$ cat config.mk
export PLATFORM = sky130hd
export DESIGN_NAME = centering_unit
export DESIGN_NICKNAME = d
export VERILOG_FILES = /design/src/rtl/centering_unit.sv
export SDC_FILE = /design/constraint.sdc
export NUM_CORES = 1
export LEC_CHECK = 0
export ABC_AREA = 1
export CAP_MARGIN = 20
export CORE_MARGIN = 10
export CORE_UTILIZATION = 56
export DETAILED_ROUTE_END_ITERATION = 7
export HOLD_SLACK_MARGIN = 0.02
export MAX_ROUTING_LAYER = met4
export PLACE_DENSITY = 0.89
export SLEW_MARGIN = 20
export SYNTH_ARGS = -nofsm -noshare
export SYNTH_HDL_FRONTEND = slang
export SYNTH_SLANG_ARGS = --single-unit
export TNS_END_PERCENT = 30
$ cat constraint.sdc
create_clock -name CLK_cen -period 2.8 [get_ports CLK_cen]
set_clock_uncertainty 0.2 [all_clocks]
set_input_delay 0.28 -clock CLK_cen [delete_from_list [all_inputs] [get_ports CLK_cen]]
set_output_delay 0.28 -clock CLK_cen [all_outputs]
set_load 0.1 [all_outputs]
$ cat src/rtl/centering_unit.sv
// Centering stage: sums one channel of samples from memory 1, forms the floor mean,
// then re-reads the samples and writes saturated (sample - mean) values to memory 2.
module centering_unit #(
    parameter int DATA_W = 16,
    parameter int LOG2_N = 7
) (
    input  logic              CLK_cen,
    input  logic              RSTn,
    input  logic              GO_cen,
    output logic              CEN_busy,
    output logic              CEN_done,
    output logic              mem1_rd_en,
    output logic [LOG2_N-1:0] mem1_rd_addr,
    input  logic [DATA_W-1:0] mem1_rd_data,
    output logic              mem2_wr_en,
    output logic [LOG2_N-1:0] mem2_wr_addr,
    output logic [DATA_W-1:0] mem2_wr_data,
    output logic [DATA_W-1:0] mean_out
);

    localparam int ACC_W = DATA_W + LOG2_N;
    localparam logic [LOG2_N-1:0] LAST_ADDR = {LOG2_N{1'b1}};
    localparam logic [DATA_W-1:0] SAT_MAX = {1'b0, {(DATA_W-1){1'b1}}};
    localparam logic [DATA_W-1:0] SAT_MIN = {1'b1, {(DATA_W-1){1'b0}}};

    typedef enum logic [2:0] {
        S_IDLE,
        S_ACC,
        S_MEAN,
        S_SUB,
        S_DONE
    } state_t;

    state_t             state_q, state_d;
    logic [ACC_W-1:0]   acc_q, acc_d;
    logic               busy_q, busy_d;
    logic               done_q, done_d;
    logic               rd_en_q, rd_en_d;
    logic [LOG2_N-1:0]  rd_addr_q, rd_addr_d;
    logic               wr_en_q, wr_en_d;
    logic [LOG2_N-1:0]  wr_addr_q, wr_addr_d;
    logic [DATA_W-1:0]  wr_data_q, wr_data_d;
    logic [DATA_W-1:0]  mean_q, mean_d;

    logic [ACC_W-1:0]   sample_ext;
    logic [DATA_W:0]    diff;
    logic [DATA_W-1:0]  diff_sat;

    always_comb begin
        sample_ext = {{LOG2_N{mem1_rd_data[DATA_W-1]}}, mem1_rd_data};
        diff       = {mem1_rd_data[DATA_W-1], mem1_rd_data} - {mean_q[DATA_W-1], mean_q};
        // The two top bits disagree only when the difference left the DATA_W range.
        if (diff[DATA_W] != diff[DATA_W-1]) begin
            diff_sat = diff[DATA_W] ? SAT_MIN : SAT_MAX;
        end else begin
            diff_sat = diff[DATA_W-1:0];
        end
    end

    always_comb begin
        state_d   = state_q;
        acc_d     = acc_q;
        busy_d    = busy_q;
        done_d    = 1'b0;
        rd_en_d   = 1'b0;
        rd_addr_d = '0;
        wr_en_d   = 1'b0;
        wr_addr_d = '0;
        wr_data_d = '0;
        mean_d    = mean_q;

        if (!GO_cen) begin
            state_d = S_IDLE;
            acc_d   = '0;
            busy_d  = 1'b0;
            mean_d  = '0;
        end else begin
            unique case (state_q)
                S_IDLE: begin
                    state_d = S_ACC;
                    acc_d   = '0;
                    mean_d  = '0;
                    busy_d  = 1'b1;
                    rd_en_d = 1'b1;
                end
                S_ACC: begin
                    if (rd_en_q) begin
                        acc_d = acc_q + sample_ext;
                    end
                    if (rd_addr_q == LAST_ADDR) begin
                        state_d = S_MEAN;
                    end else begin
                        rd_en_d   = 1'b1;
                        rd_addr_d = rd_addr_q + 1'b1;
                    end
                end
                S_MEAN: begin
                    // Upper bits of the sum are the arithmetic shift by LOG2_N.
                    mean_d  = acc_q[ACC_W-1:LOG2_N];
                    state_d = S_SUB;
                end
                S_SUB: begin
                    if (rd_en_q) begin
                        wr_en_d   = 1'b1;
                        wr_addr_d = rd_addr_q;
                        wr_data_d = diff_sat;
                        if (rd_addr_q != LAST_ADDR) begin
                            rd_en_d   = 1'b1;
                            rd_addr_d = rd_addr_q + 1'b1;
                        end
                    end else if (wr_en_q) begin
                        state_d = S_DONE;
                        busy_d  = 1'b0;
                        done_d  = 1'b1;
                    end else begin
                        rd_en_d = 1'b1;
                    end
                end
                S_DONE: begin
                    busy_d = 1'b0;
                    done_d = 1'b1;
                end
                default: begin
                    state_d = S_IDLE;
                    busy_d  = 1'b0;
                end
            endcase
        end
    end

    always_ff @(posedge CLK_cen or negedge RSTn) begin
        if (!RSTn) begin
            state_q   <= S_IDLE;
            acc_q     <= '0;
            busy_q    <= 1'b0;
            done_q    <= 1'b0;
            rd_en_q   <= 1'b0;
            rd_addr_q <= '0;
            wr_en_q   <= 1'b0;
            wr_addr_q <= '0;
            wr_data_q <= '0;
            mean_q    <= '0;
        end else begin
            state_q   <= state_d;
            acc_q     <= acc_d;
            busy_q    <= busy_d;
            done_q    <= done_d;
            rd_en_q   <= rd_en_d;
            rd_addr_q <= rd_addr_d;
            wr_en_q   <= wr_en_d;
            wr_addr_q <= wr_addr_d;
            wr_data_q <= wr_data_d;
            mean_q    <= mean_d;
        end
    end

    assign CEN_busy     = busy_q;
    assign CEN_done     = done_q;
    assign mem1_rd_en   = rd_en_q;
    assign mem1_rd_addr = rd_addr_q;
    assign mem2_wr_en   = wr_en_q;
    assign mem2_wr_addr = wr_addr_q;
    assign mem2_wr_data = wr_data_q;
    assign mean_out     = mean_q;

endmodule
# Word level (Yosys, flattened, before mapping)
# Index checks and enable logic that the tools add are counted.
[word_totals] word_cells=73 register_bits=76
[classes] eq_ne=15 n_reduce_logical=5 add_sub_neg=3 mux=40
[ops] operator="$mux 16" count=6
[ops] operator="$mux 7" count=7
[ops] operator="$mux 23" count=2
[ops] operator="$pmux 23 s2" count=1
[ops] operator="$pmux 16 s2" count=1
[ops] operator="$add 23x23->23" count=1
[ops] operator="$sub 16x16->17" count=1
[ops] operator="$pmux 3 s5" count=1
[ops] operator="$mux 1" count=14
[ops] operator="$pmux 7 s2" count=1
[ops] operator="$mux 3" count=4
[ops] operator="$ne 3x3->1 const B" count=4
[ops] operator="$add 7x1->7 const B" count=1
[ops] operator="$eq 7x7->1 const B" count=1
[ops] operator="$ne 7x7->1 const B" count=1
[ops] operator="$eq 3x2->1 const B" count=2
[ops] operator="$ne 3x1->1 const B" count=2
[ops] operator="$pmux 1 s3" count=2
[ops] operator="$ne 2x2->1 const B" count=2
[ops] operator="$reduce_and 4->1" count=1
[ops] operator="$eq 3x1->1 const B" count=1
[ops] operator="$eq 3x3->1 const B" count=1
[ops] operator="$logic_not 3->1" count=1
[ops] operator="$reduce_and 3->1" count=1
[ops] operator="4 further kinds" count=4

# Longest topological paths before layout
# Gate-level depths: netlist of the first run.
[logic_depth] depth_word=6 depth_mapped=18 mapped_depth_nobuf=17

# Worst setup path before layout of the first run
# Ideal clock, no wire load.
[synth_timing] path_type="flip-flop to flip-flop" start="reg mean_q[0], in the netlist mean_out[0]" end="reg wr_data_q[11], in the netlist mem2_wr_data[11]" arrival_ns=2.619 stages_incl_launch_ff=17 slack_ns=-0.132 path_buffers=1 setup_ns=0.113 cell_sequence="dfrtp_1 -> ha_1 -> inv_1 -> fa_1 -> nand2_1 -> nand2_1 -> nand3_1 -> nand2_2 -> nand2_2 -> nand3_1 -> nand2_4 -> inv_2 -> nand2_4 -> buf_8 -> nand3_2 -> nand2_1 -> inv_1"
[synth_via] elab_chain_cells=6
[synth_lines] element="from (decl)" line="43" rtl="logic [DATA_W-1:0] mean_q, mean_d;"
[synth_lines] element="from (signal assigned)" line="153" rtl="mean_q <= mean_d;"
[synth_lines] element="$sub 16x16->17 (*)" line="51" rtl="diff = {mem1_rd_data[DATA_W-1], mem1_rd_data} - {mean_q[DATA_W-1], mean_q};"
[synth_lines] element="$mux 16 / $ne 1x1->1 (equally long branches)" line="54, 53"
[synth_lines] element="$mux 16 (*)" line="53" rtl="if (diff[DATA_W] != diff[DATA_W-1]) begin"
[synth_lines] element="$mux 16 (*)" line="103" rtl="if (rd_en_q) begin"
[synth_lines] element="$mux 16 (*)" line="78" rtl="unique case (state_q)"
[synth_lines] element="$mux 16 (*)" line="72" rtl="if (!GO_cen) begin"
[synth_lines] element="net wr_data_d[11]" line="42" rtl="logic [DATA_W-1:0] wr_data_q, wr_data_d;"
[synth_lines] element="to (signal assigned)" line="152" rtl="wr_data_q <= wr_data_d;"
[synth_lines] element="to (decl)" line="42"
# Mark *: on every way through the listed nets, which the timed path passes. The rest lies on a longest branch.
# A chain may end at the register's enable or synchronous reset.

# Final worst setup path of the first run
[layout_timing] start="reg mean_q[10], in the netlist mean_out[10]" end="reg wr_data_q[8], in the netlist mem2_wr_data[8]"
# The elaborated chain is that of the path after synthesis.

==> impl_metrics.sql, run 1 <==
INSERT INTO impl_metrics (metric_group, metric, value, unit) VALUES
('cts', 'cts_max_level', '3', ''),
('yosys', 'ys.warnings.count', '0', ''),
('yosys', 'yosys_register_bits', '76', ''),
('setup_path', 'worst_setup_sp_type', 'flip-flop', ''),
('yosys', 'seq_area_frac_synth', '36.0', '%'),
('detailed_routing', 'postRouteWirelength', '14.7', 'mm'),
('die', 'io_pins', '69', ''),
('setup_path', 'critical_path_buf_inv_count', '2', ''),
('die', 'fp.dieH', '117', 'um'),
('cts', 'clock_path_buffers', '2', ''),
('setup_path', 'timing.critical_path.depth', '11', ''),
('detailed_routing', 'avgViaCountPerCell', '5.44', ''),
('global_routing', 'grt_start_max_net_pins', '39', ''),
('setup_path', 'critPathTopFamily', 'compound AO/OA/AOI/OAI gates', ''),
('yosys', 'synth.lib_cells_used.distinct', '39', ''),
('detailed_routing', 'drt_iter0_drc', '348', ''),
('die', 'effective_utilization_at_floorplan', '57.4', '%'),
('sta', 'timing.final.crit_share', '87.9', '%'),
('setup_path', 'timing.critical_path.arrival', '2.56', 'ns'),
('yosys', 'synth.net_count', '780', ''),
('detailed_routing', 'remaining_design_rule_violation_count', '0', ''),
('status', 'result_of_the_run', 'completed', ''),
('cts', 'total_number_of_clock_tree_sinks', '76', ''),
('cells_and_area', 'final_net_count', '859', ''),
('global_routing', 'global_route.overflow_total', '0', ''),
('cells_and_area', 'final.fill_count', '809', ''),
('cts', 'cts_repair_resize_count', '0', ''),
('yosys', 'synth.cell_area', '5280', 'um^2'),
('cells_and_area', 'n_antenna_cell', '0', ''),
('global_routing', 'grt_antenna_before_repair', '0', ''),
('yosys', 'synth_area_leaders', 'sky130_fd_sc_hd__dfrtp_1 36%, sky130_fd_sc_hd__nand2_1 13%, sky130_fd_sc_hd__ha_1 9.2%, sky130_fd_sc_hd__inv_1 7.9%, sky130_fd_sc_hd__nand3_1 4.9%', ''),
('global_routing', 'groute.usage.overall', '22.6', '%'),
('pwr', 'p_leak', '0.00338', 'uW'),
('detailed_routing', 'wl_per_cell', '16.0', 'um'),
('pwr', 'power_density', '707', 'nW/um^2'),
('run', 'max_cap_viol_count', '0', ''),
('global_routing', 'grt_first_pass_wirelength', '23.8', 'mm'),
('die', 'core.rowCount', '35', ''),
('setup_path', 'worstRegToRegCells', '11', ''),
('cts', 'ctsRootBufferMaster', 'sky130_fd_sc_hd__clkbuf_8', ''),
('cells_and_area', 'postLayoutCoreUtil', '67.1', '%'),
('yosys', 'async_reset_ff_share', '100', '%'),
('yosys', 'count_of_flip_flops_with_a_built_in_enable_after_synthesis', '0', ''),
('setup_path', 'critical_path.endpoint_type', 'flip-flop', ''),
('setup_path', 'crit_path_cell_trace', 'inv_1 > ha_1 > a21oi_1 > nand2_1 > a21oi_2 > nand2_2 > nand2_2 > nand2_4 > a21oi_4 > nand2_1 > inv_1', ''),
('placement', 'place_congestion', '1.00', ''),
('yosys', 'synth.avg_cell_area', '7.34', 'um^2'),
('sta', 'clock.fmax', '406', 'MHz'),
('worst_hold_path', 'min_path_type', 'primary input to async pin', ''),
('cts', 'post_cts_setup_bufs', '0', ''),
('setup_path', 'critPathKind', 'flip-flop to flip-flop', ''),
('sta', 'timing_worst_slew_pin_value', '0.596', 'ns'),
('cells_and_area', 'p_r_area_growth_vs_syn', '16.8', '%'),
('cts', 'clk_transition_reported_paths', '0.11', 'ns'),
('placement', 'post_place_setup_slack', '-0.0270', 'ns'),
('die', 'die_width', '117', 'um'),
('sta', 'rsz_0062_raised_after_global_routing', 'no', ''),
('detailed_routing', 'route.antenna.remaining_nets', '0', ''),
('detailed_routing', 'detailedRoute.firstPassIterationCount', '5', ''),
('placement', 'dp_cells', '898', ''),
('sta', 'slew_violations', '0', ''),
('cts', 'postCtsHoldBufs', '1', ''),
('sta', 'period_minus_slack', '2.46', 'ns'),
('placement', 'place.detailed.hpwl', '12.0', 'mm'),
('sta', 'report.final.setup_viol', '0', ''),
('cts', 'tritoncts_clock_tree', 'built', ''),
('yosys', 'synth.most_common_cell', 'sky130_fd_sc_hd__nand2_1', ''),
('cts', 'cts-buffers-inserted', '9', ''),
('sta', 'fin_hold_ws', '0.219', 'ns'),
('cells_and_area', 'stdcell_count', '915', ''),
('detailed_routing', 'detailroute.via_count', '4982', '');
worst register-to-register path, delay by kind of cell, from the launching register on:
kind,cells,cell delay (ns)
compound gates,3,0.78
fa+ha+maj,1,0.35
buf+inv,2,0.17
flops,1,0.39
simple gates,5,0.50
power breakdown:
group	internal (uW)	leakage [uW]	total, uW	switching [uW]
logic	639	0.00224	2130	1500
clock network	342	0.0000936	832	490
registers	1260	0.00104	1390	133
metal layers:
| layer | GRT usage, % | vias up | share of wire (%) |
|---|---|---|---|
| met5 | - | - | 0 |
| met4 | 7.33 | 0 | 2.3 |
| met3 | 3.62 | 30 | 6.4 |
| met2 | 40.0 | 180 | 51 |
| met1 | 25.6 | 2293 | 40 |
| li1 | - | 2479 | - |
cells by family after synthesis:
| kind of cell | Yosys count | share of synthesized area [%] |
|---|---|---|
| adder cells (fa/ha/maj) | 41 | 10.0 |
| AND/OR/NAND/NOR | 339 | 28.9 |
| buffers and inverters | 130 | 9.78 |
| flip-flops | 76 | 36.0 |
| AO/OA/AOI/OAI | 118 | 12.7 |
| XOR/XNOR | 16 | 2.65 |
final cells by class:
cell class	count	area [um^2]	area share, %
Clock inverter	7	67.6	1.09
Inverter	122	458	7.42
Sequential cell	76	1900	30.9
Tap cell	111	139	2.25
Clock buffer	9	124	2.01
Multi-Input combinational cell	514	2860	46.4
Timing Repair Buffer	76	616	9.98
through the flow:
stage               setup TNS [ns]  total power, uW  instance area [um^2]
finish                           0             4360                  6170
global route                     0             4660                  6170
CTS                              0             4340                  6170
detailed placement         -0.0623             3510                  5970
global placement                 0             3460                  5970
floorplan                        0             2970                  5280
final timing paths:
check	startpoint	to	slack, ns
max	mean_out[10]	mem2_wr_data[8]	0.34
max in group asynchronous	RSTn	mem2_wr_data[12]	1.53
min reg2reg	CEN_busy	CEN_busy	0.29
max reg2reg	mean_out[10]	mem2_wr_data[8]	0.34
min in group CLK_cen	CEN_busy	CEN_busy	0.29
min	RSTn	mean_out[14]	0.22
state kept, by name (all words and copies together), names as in the netlist:
name / cells
CEN_busy: 1
CEN_done: 1
acc_q: 23
mean_out: 16
mem1_rd_addr: 7
mem1_rd_en: 1
mem2_wr_addr: 7
mem2_wr_data: 16
mem2_wr_en: 1
state_q: 3
cells in the final DEF, fill, tap and decap left out, drive strengths merged, types with 17 or more instances in the layout:
master / count
inv: 125
a21oi: 44
ha: 39
o21ai: 47
buf: 58
dfrtp: 76
nand2: 196
nor2: 63
clkdlybuf4s50: 17
nand3: 63
(Power assumes the default switching activity.)
==> inputs of run 2 (changes only) <==
- SLEW_MARGIN: 20 -> unset
==> results of run 2 <==
Final layout, timing and power as in run 1 (identical DEF).
